==> src/rtl/input_debouncer.sv <==
//----------------------------------------------------------------------------
// input_debouncer: synchronizes and debounces a raw input; emits level + edge pulses.
// Optional macro DEBOUNCE_FALL_PULSE_EN builds the fall pulse (else fall_o = 0).
// Revision: 1.0
//----------------------------------------------------------------------------
`default_nettype none

module input_debouncer #(
  parameter int SYNC_STAGES   = 2,
  parameter int STABLE_CYCLES = 16,
  parameter bit RESET_LEVEL   = 1'b0
) (
  input  logic clk_i,
  input  logic rst_i,
  input  logic din_i,
  output logic dout_o,
  output logic rise_o,
  output logic fall_o,
  output logic busy_o
);

  localparam int CNT_W = $clog2(STABLE_CYCLES + 1);
  localparam logic [CNT_W-1:0] C_CNT_LAST = CNT_W'(STABLE_CYCLES - 1);
  localparam logic [CNT_W-1:0] C_CNT_ONE  = CNT_W'(1);

  typedef enum logic [0:0] {
    IDLE  = 1'b0,
    COUNT = 1'b1
  } state_t;

  state_t                 state_q, state_d;
  logic [SYNC_STAGES-1:0] sync_q;
  logic [CNT_W-1:0]       cnt_q, cnt_d;
  logic                   dout_q, dout_d;
  logic                   rise_q, rise_d;
  logic                   commit_w;
  logic                   sync_s_w;

  assign sync_s_w = sync_q[SYNC_STAGES-1];

  always_ff @(posedge clk_i) begin
    if (rst_i) begin
      sync_q <= {SYNC_STAGES{RESET_LEVEL}};
    end else begin
      sync_q <= {sync_q[SYNC_STAGES-2:0], din_i};
    end
  end

  always_ff @(posedge clk_i) begin
    if (rst_i) begin
      state_q <= IDLE;
      cnt_q   <= '0;
      dout_q  <= RESET_LEVEL;
      rise_q  <= 1'b0;
    end else begin
      state_q <= state_d;
      cnt_q   <= cnt_d;
      dout_q  <= dout_d;
      rise_q  <= rise_d;
    end
  end

  always_comb begin
    state_d  = state_q;
    cnt_d    = cnt_q;
    dout_d   = dout_q;
    rise_d   = 1'b0;
    commit_w = 1'b0;
    case (state_q)
      IDLE: begin
        if (sync_s_w != dout_q) begin
          if (STABLE_CYCLES == 1) begin
            commit_w = 1'b1;
          end else begin
            state_d = COUNT;
            cnt_d   = C_CNT_ONE;
          end
        end else begin
          cnt_d = '0;
        end
      end
      COUNT: begin
        // Any sample back at the current level rejects the candidate.
        if (sync_s_w == dout_q) begin
          state_d = IDLE;
          cnt_d   = '0;
        end else if (cnt_q == C_CNT_LAST) begin
          commit_w = 1'b1;
        end else begin
          cnt_d = cnt_q + C_CNT_ONE;
        end
      end
      default: begin
        state_d = IDLE;
        cnt_d   = '0;
      end
    endcase
    if (commit_w) begin
      dout_d  = sync_s_w;
      rise_d  = sync_s_w;
      state_d = IDLE;
      cnt_d   = '0;
    end
  end

`ifdef DEBOUNCE_FALL_PULSE_EN
  logic fall_q;
  always_ff @(posedge clk_i) begin
    if (rst_i) begin
      fall_q <= 1'b0;
    end else begin
      fall_q <= commit_w & ~sync_s_w;
    end
  end
  assign fall_o = fall_q;
`else
  assign fall_o = 1'b0;
`endif

  assign dout_o = dout_q;
  assign rise_o = rise_q;
  assign busy_o = (state_q == COUNT);

endmodule

`default_nettype wire
==> config.mk <==
export PLATFORM = sky130hd
export DESIGN_NAME = input_debouncer
export DESIGN_NICKNAME = d
export VERILOG_FILES = /design/src/rtl/input_debouncer.sv
export SDC_FILE = /design/constraint.sdc
export NUM_CORES = 1
export LEC_CHECK = 0
export CAP_MARGIN = 20
export CORE_AREA = 10 10 47 49
export DETAILED_ROUTE_END_ITERATION = 16
export DIE_AREA = 0 0 57 59
export PLACE_DENSITY = 0.56
export SYNTH_ARGS = -nofsm -noshare
export SYNTH_HDL_FRONTEND = slang
export SYNTH_SLANG_ARGS = --single-unit
==> constraint.sdc <==
create_clock -name clk_i -period 1.22 [get_ports clk_i]
set_input_delay 0.244 -clock clk_i [delete_from_list [all_inputs] [get_ports clk_i]]
set_output_delay 0.244 -clock clk_i [all_outputs]
set_load 0.01 [all_outputs]
# Yosys cells after proc, flatten, opt, wreduce, memory -nomap -nowiden
# Index checks and enable logic that the tools add are counted.
# op_classes
n_addsub	1
n_eq_ne	4
muxes	10
n_bitwise	2
reduce_logical	2
# ops
cell	count
2-to-1 mux 5 bit	2
case mux 5 bit (2 select lines)	1
2-to-1 mux 1 bit	6
adder 5 x 1 -> 5 bit (second input constant)	1
== test 5 x 4 -> 1 bit (second input constant)	1
OR reduction 2 bit	2
!= test 3 bit (second input constant)	1
inverter 1 bit	2
case mux 1 bit (2 select lines)	1
== test 1 bit	1
!= test 1 bit	1
# word_totals
regBits	10
in_bits	3
out_inout_bits	4
wordCells	24

# Longest topological paths before layout
# logic_depth
depth_word	6
ltp_mapped	6
mapped_depth_nobuf	6

# Worst setup path before layout
# Ideal clock, no wire load.
# synth_timing
path_kind	flip-flop to flip-flop
startpoint	register cnt_q[0]
endpoint	register cnt_q[0]
setup_ns	0.070
t_arrival_ns	1.240
t_required_ns	1.150
path_slack_ns	-0.090
stages_incl_launch_ff	7
path_buffers	0
period_less_slack_ns	1.310
cell_sequence	dfxtp_1 > ha_1 > and3_1 > ha_1 > nand2_1 > and3b_1 > a21boi_1
# synth_between
elab_chain_cells	5
elab_cells_between_ends	10
cone_classes	1 x add/sub; 2 x eq/ne; 6 x mux; 1 x reduce/logical
# synth_lines
element	line	text
start: declaration	33	logic [CNT_W-1:0] cnt_q, cnt_d;
start signal: assignment	57	cnt_q <= cnt_d;
parallel branches: the longest is 5 deep, another holds adder 5 x 1 -> 5 bit	--	
# Parallel ways; which one is timed is not known. The select of a mux whose other input is x is not followed.
# A chain may end at the register's enable or synchronous reset.

# Final worst setup path
# Ends and elaborated chain as after synthesis.

==> impl_metrics.toml <==
[synth]
ys_ff_latch = 10
syn_nets = 41
ys_top_cells_by_area = "dfxtp_1, ha_1, nor2b_1"
yosysWarnings = 0
ys.flop_type = "dfxtp_1"
synth_top_area_share_pct = 54.24
synth-seq-area-share_pct = 54.24
synth.most_common_cell = "dfxtp_1"
synth_edf_count = 0
synth_cell_type_count = 17
synthArstFlopShare_pct = 0
yosysTopAreaCell = "dfxtp_1"
syn_area_per_cell_um2 = 10.25
synthCells = 36
syn_area_um2 = 369.1
synth_common_cells = "dfxtp_1, nor2_1, nor2b_1"

[clocking]
cts_sinks = 10
numCtsBuffers = 3
insertion_delay_ps = 260
cts.htree.levels = 1
clk_pin_slew_ps = 70
root_buffer = "clkbuf_4"
clockBufferDepth = 2
cts_tree = "done"

[route]
viasPerCell = 4.231
drc = 0
initialDrtViolationCount = 0
firstDrtPassIters = 1
wl_per_cell_um = 10.74
vias = 275
routed_wl_um = 698
drtAntennaViolNets = 0

[timing]
fin_ws_ps = -36.08
fin_skew_ps = 4.128
fin_crit_sh_pct = 103.0
setup_viol = 1
drv_slew = 0
hold_slack_ps = 448.6
clock.fmax_mhz = 796.1
fin_setup_tns_ps = -36.08
rsz0062_at_grt = "yes"
hold_viol = 0
period_needed_ps = 1256

[placed_design]
pre_cts_ws_ps = -89.72
placed_area_um2 = 504.2
io_buffers = 5
hpwlAfterDp_um = 507
globalplace.congestion = 0.6781

[critical_path]
r2r-start = "cnt_q[0]"
r2r_cells = 6
cp-start-kind = "flip-flop"
cp.required_ps = 1370
critPathCapture = "cnt_q[0]"
startpoint = "cnt_q[0]"
crit_top_cell = "ha_4"
r2r-end = "cnt_q[0]"
critPathCaptureType = "flip-flop"
worstPathArrival_ps = 1410
slowest_stage = "dfxtp_2"
cp_max_fo = 4
critical_path_class = "flip-flop to flip-flop"
r2r_slack_ps = -40
crit_chain = "ha_4 -> and3_4 -> ha_4 -> nand2_4 -> and3b_1 -> a21boi_1"
critical-path-max-stage-delay_ps = 350

[worst_hold_path]
hold_class = "flip-flop to flip-flop"
worstHoldStart = "sync_q[0]"

[floorplanning]
start_util_pct = 26.34
std_cell_rows = 14
die_w_um = 57
pin_count = 7
dieHeight_um = 59
dieArea_um2 = 3363
coreArea_um2 = 1401

[layout]
multiInputGateArea_um2 = 210.2
seqCellArea_um2 = 202.7
finish.instance_area_um2 = 560.5
nFillCells = 155
fin_nets = 55
area_growth_pct = 51.86
fin_util_pct = 40.00
diodes = 0
drive_gt1_share_pct = 34.69

[run_status]
run_status = "complete, but fails checks"
failed_checks = "negative setup slack"

[global_routing]
grt_first_pass_wirelength_mm = 1.200
grt_max_degree = 7
grt_usage_pct = 4.983
grt_pass1_vias = 296
grt.overflow.total = 0
antenna_found_initial = 0

[power]
ir_drop_mv = 0.6087
p_leak_nw = 0.2389
power_per_cell_area_nw_per_um2 = 1171

[flow_run]
drv_cap = 0
power by group:
part           switching [mW]  internal, mW  leakage [nW]
sequential            0.00273         0.331        0.0821
clock                   0.113         0.181        0.0210
combinational          0.0117        0.0162         0.136
total                   0.128         0.529         0.239
final cells by class:
type                            count  share of cell area, %
Multi-Input combinational cell     23                  37.50
Sequential cell                    10                  36.16
Timing Repair Buffer               10                  14.96
Clock buffer                        4                  6.473
Tap cell                           16                  3.571
Inverter                            2                  1.339
worst max-delay path: cells and delay by family, from the launching register on:
family / cells / cell delay (ps)
AOI/OAI and AO/OA: 1 / 120
and+or+nand+nor: 3 / 380
DFF: 1 / 350
adders and majority gates: 2 / 290
stage by stage:
step	cells	power, mW
floorplan	36	0.3523
global placement	61	0.3666
detailed placement	61	0.3670
CTS	65	0.6705
global route	65	0.6852
finish	65	0.6562
per-layer routing:
metal	wire length (um)	GRT usage, %	vias up
met4	11	6.040	0
met3	48	3.219	2
met1	295	4.187	127
li1	-	-	142
met2	343	7.287	4
met5	0	0	-
cell families (layout without fill, tap and decap cells):
group,after synthesis,after routing,share of synthesized area [%]
flip-flops,10,10,54.24
buffers and inverters,3,16,4.069
AND/OR/NAND/NOR,15,15,23.39
other,1,1,1.016
XOR/XNOR,3,3,7.120
adder cells (fa/ha/maj),2,2,6.779
AO/OA/AOI/OAI,2,2,3.389
worst min-delay path by stage:
stage,to,slack (ps),depth (start not counted)
global route,sync_q[1],460,1
floorplan,dout_o,310,1
global placement,sync_q[1],430,1
detailed placement,sync_q[1],430,1
finish,sync_q[1],450,1
CTS,sync_q[1],450,1
flip-flops by register name, indices dropped and copies added, names as in the netlist:
register and count:
busy_o 1, cnt_q 5, dout_o 1, rise_o 1
sync_q 2
repair_timing:
| action | CTS | global route |
|---|---|---|
| setup endpoints to repair | 9 | 6 |
| setup buffers | 0 | 0 |
| resized for setup | 6 | 0 |
| pin swaps | 7 | 0 |
| hold buffers | 0 | 0 |
layout by cell type, fill, tap and decap left out, drive strengths merged:
master / netlist / final
dfxtp: 10 / 10
buf: 1 / 5
nor2: 4 / 4
clkbuf: 0 / 4
dlygate4sd2: 0 / 3
nor2b: 3 / 3
inv: 2 / 2
xor2: 2 / 2
nand3: 2 / 2
ha: 2 / 2
clkdlybuf4s50: 0 / 2
nand2: 2 / 2
and3: 1 / 1
and3b: 1 / 1
a21boi: 1 / 1
nand4bb: 1 / 1
a21oi: 1 / 1
nor4b: 1 / 1
xnor2: 1 / 1
conb: 1 / 1
No activity file was read; power rests on OpenSTA's default activity.
==> edit, RTL diff (same flow settings) <==
Change the parameter `RESET_LEVEL` from 1'b0 to 1'b1.
--- a/src/rtl/input_debouncer.sv
+++ b/src/rtl/input_debouncer.sv
@@ -10,3 +10,3 @@
   parameter int STABLE_CYCLES = 16,
-  parameter bit RESET_LEVEL   = 1'b0
+  parameter bit RESET_LEVEL   = 1'b1
 ) (
Behaviour: not the same (Yosys sat finds a counterexample within 4 cycles, from zero or initial values and one cycle with rst_i high).
==> edit against the unedited design <==
The run still ends with setup timing left. Worst setup slack lost 0.071 ns. Synthesized area up 0.34%. Sequential power about the same. Clock power fell by 28%. Power is 13% lower. Worst hold slack worse by 0.035 ns. Routed wire length fell by 0.29%. Sequential cell count stayed put. Design area decreased by 6.7%. Critical endpoint is now dout_o. Largest power group unchanged.
==> edit: results (changes against the unedited design) <==
| Metric | Value |
|---|---|
| Seq/Total Area, Yosys | 54.1% (-0.18 points) |
| Reg2reg end | dout_o |
| Detail Placement HPWL | 567 microns (+12%) |
| # resized after CTS | 4 (-2) |
| Final setup fails | 6 (+5) |
| Final worst-path setup slack | -0.107 ns (-0.0712 ns) |
| Crit path to | dout_o |
| Final hold slack | 0.414 ns (-0.0349 ns) |
| Clk cell area share | 4.31% (-2.2 points) |
| Xor-xnor portion of the synthesized cell area | 7.09% (-0.024 points) |
| Status | complete, but fails checks |
| Reg-to-reg critical path startpoint | cnt_q[1] |
| Placer Congestion | 0.743 (+9.6%) |
| Non-filler cells, final | 61 (-6.2%) |
| Gr usage total | 4.68% (-0.30 points) |
| Dpl cells | 58 (-4.9%) |
| Failing checks | setup timing |
| Most frequent cells after synthesis | 10 x dfxtp_1, 4 x nor2_1 |
| DR WL/cell | 11.4 microns (+6.3%) |
| Non-clock buffer share | 13.2% (-1.8 points) |
| Via count | 271 (-1.5%) |
| First-pass GRT wire length | 1.26 mm (+5.2%) |
| Placed instance area | 495 sq um (-1.7%) |
| P_leak | 0.197 nW (-18%) |
| Clock skew | 0.00168 ns (-0.00245 ns) |
| Maximum VDD drop | 0.564 mV (-7.4%) |
| Worst Hold Launch | sync_q[0] |
| Multi-In Gates | 22 (-4.3%) |
| Sequential cell area share | 38.8% (+2.6 points) |
| Setup TNS | -0.474 ns (-0.438 ns) |
| Layout Nets | 52 (-5.5%) |
| End of the worst hold path | sync_q[1] |
edit: cell count changes in the layout (fill, tap and decap cells not counted), sizes merged:
cell    before  now
and3         1    2
nor2b        3    1
or2          0    2
clkbuf       4    3
nand2        2    1
buf          5    3
nand3        2    1
a211o        0    1
a21oi        1    0
edit: worst register-to-register path, delay by kind of cell, from the launching register on:
kind                       cells  cell delay, ns
adders and majority gates      2            0.32
and+or+nand+nor                2            0.35
DFF                            1            0.34
AOI/OAI and AO/OA              1            0.22
edit: power breakdown:
| part | internal (W) | switching, W | leakage (nW) |
|---|---|---|---|
| Combinational | 0.0000141 | 0.00000954 | 0.101 |
| Clock | 0.000113 | 0.0000987 | 0.0138 |
| Sequential | 0.000332 | 0.00000287 | 0.0822 |
| Total | 0.000459 | 0.000111 | 0.197 |
edit: layer usage:
metal	vias up	GRT usage, %
met5	-	0
met4	0	3.02
met3	0	2.36
met2	3	7.75
met1	134	4.55
li1	134	-
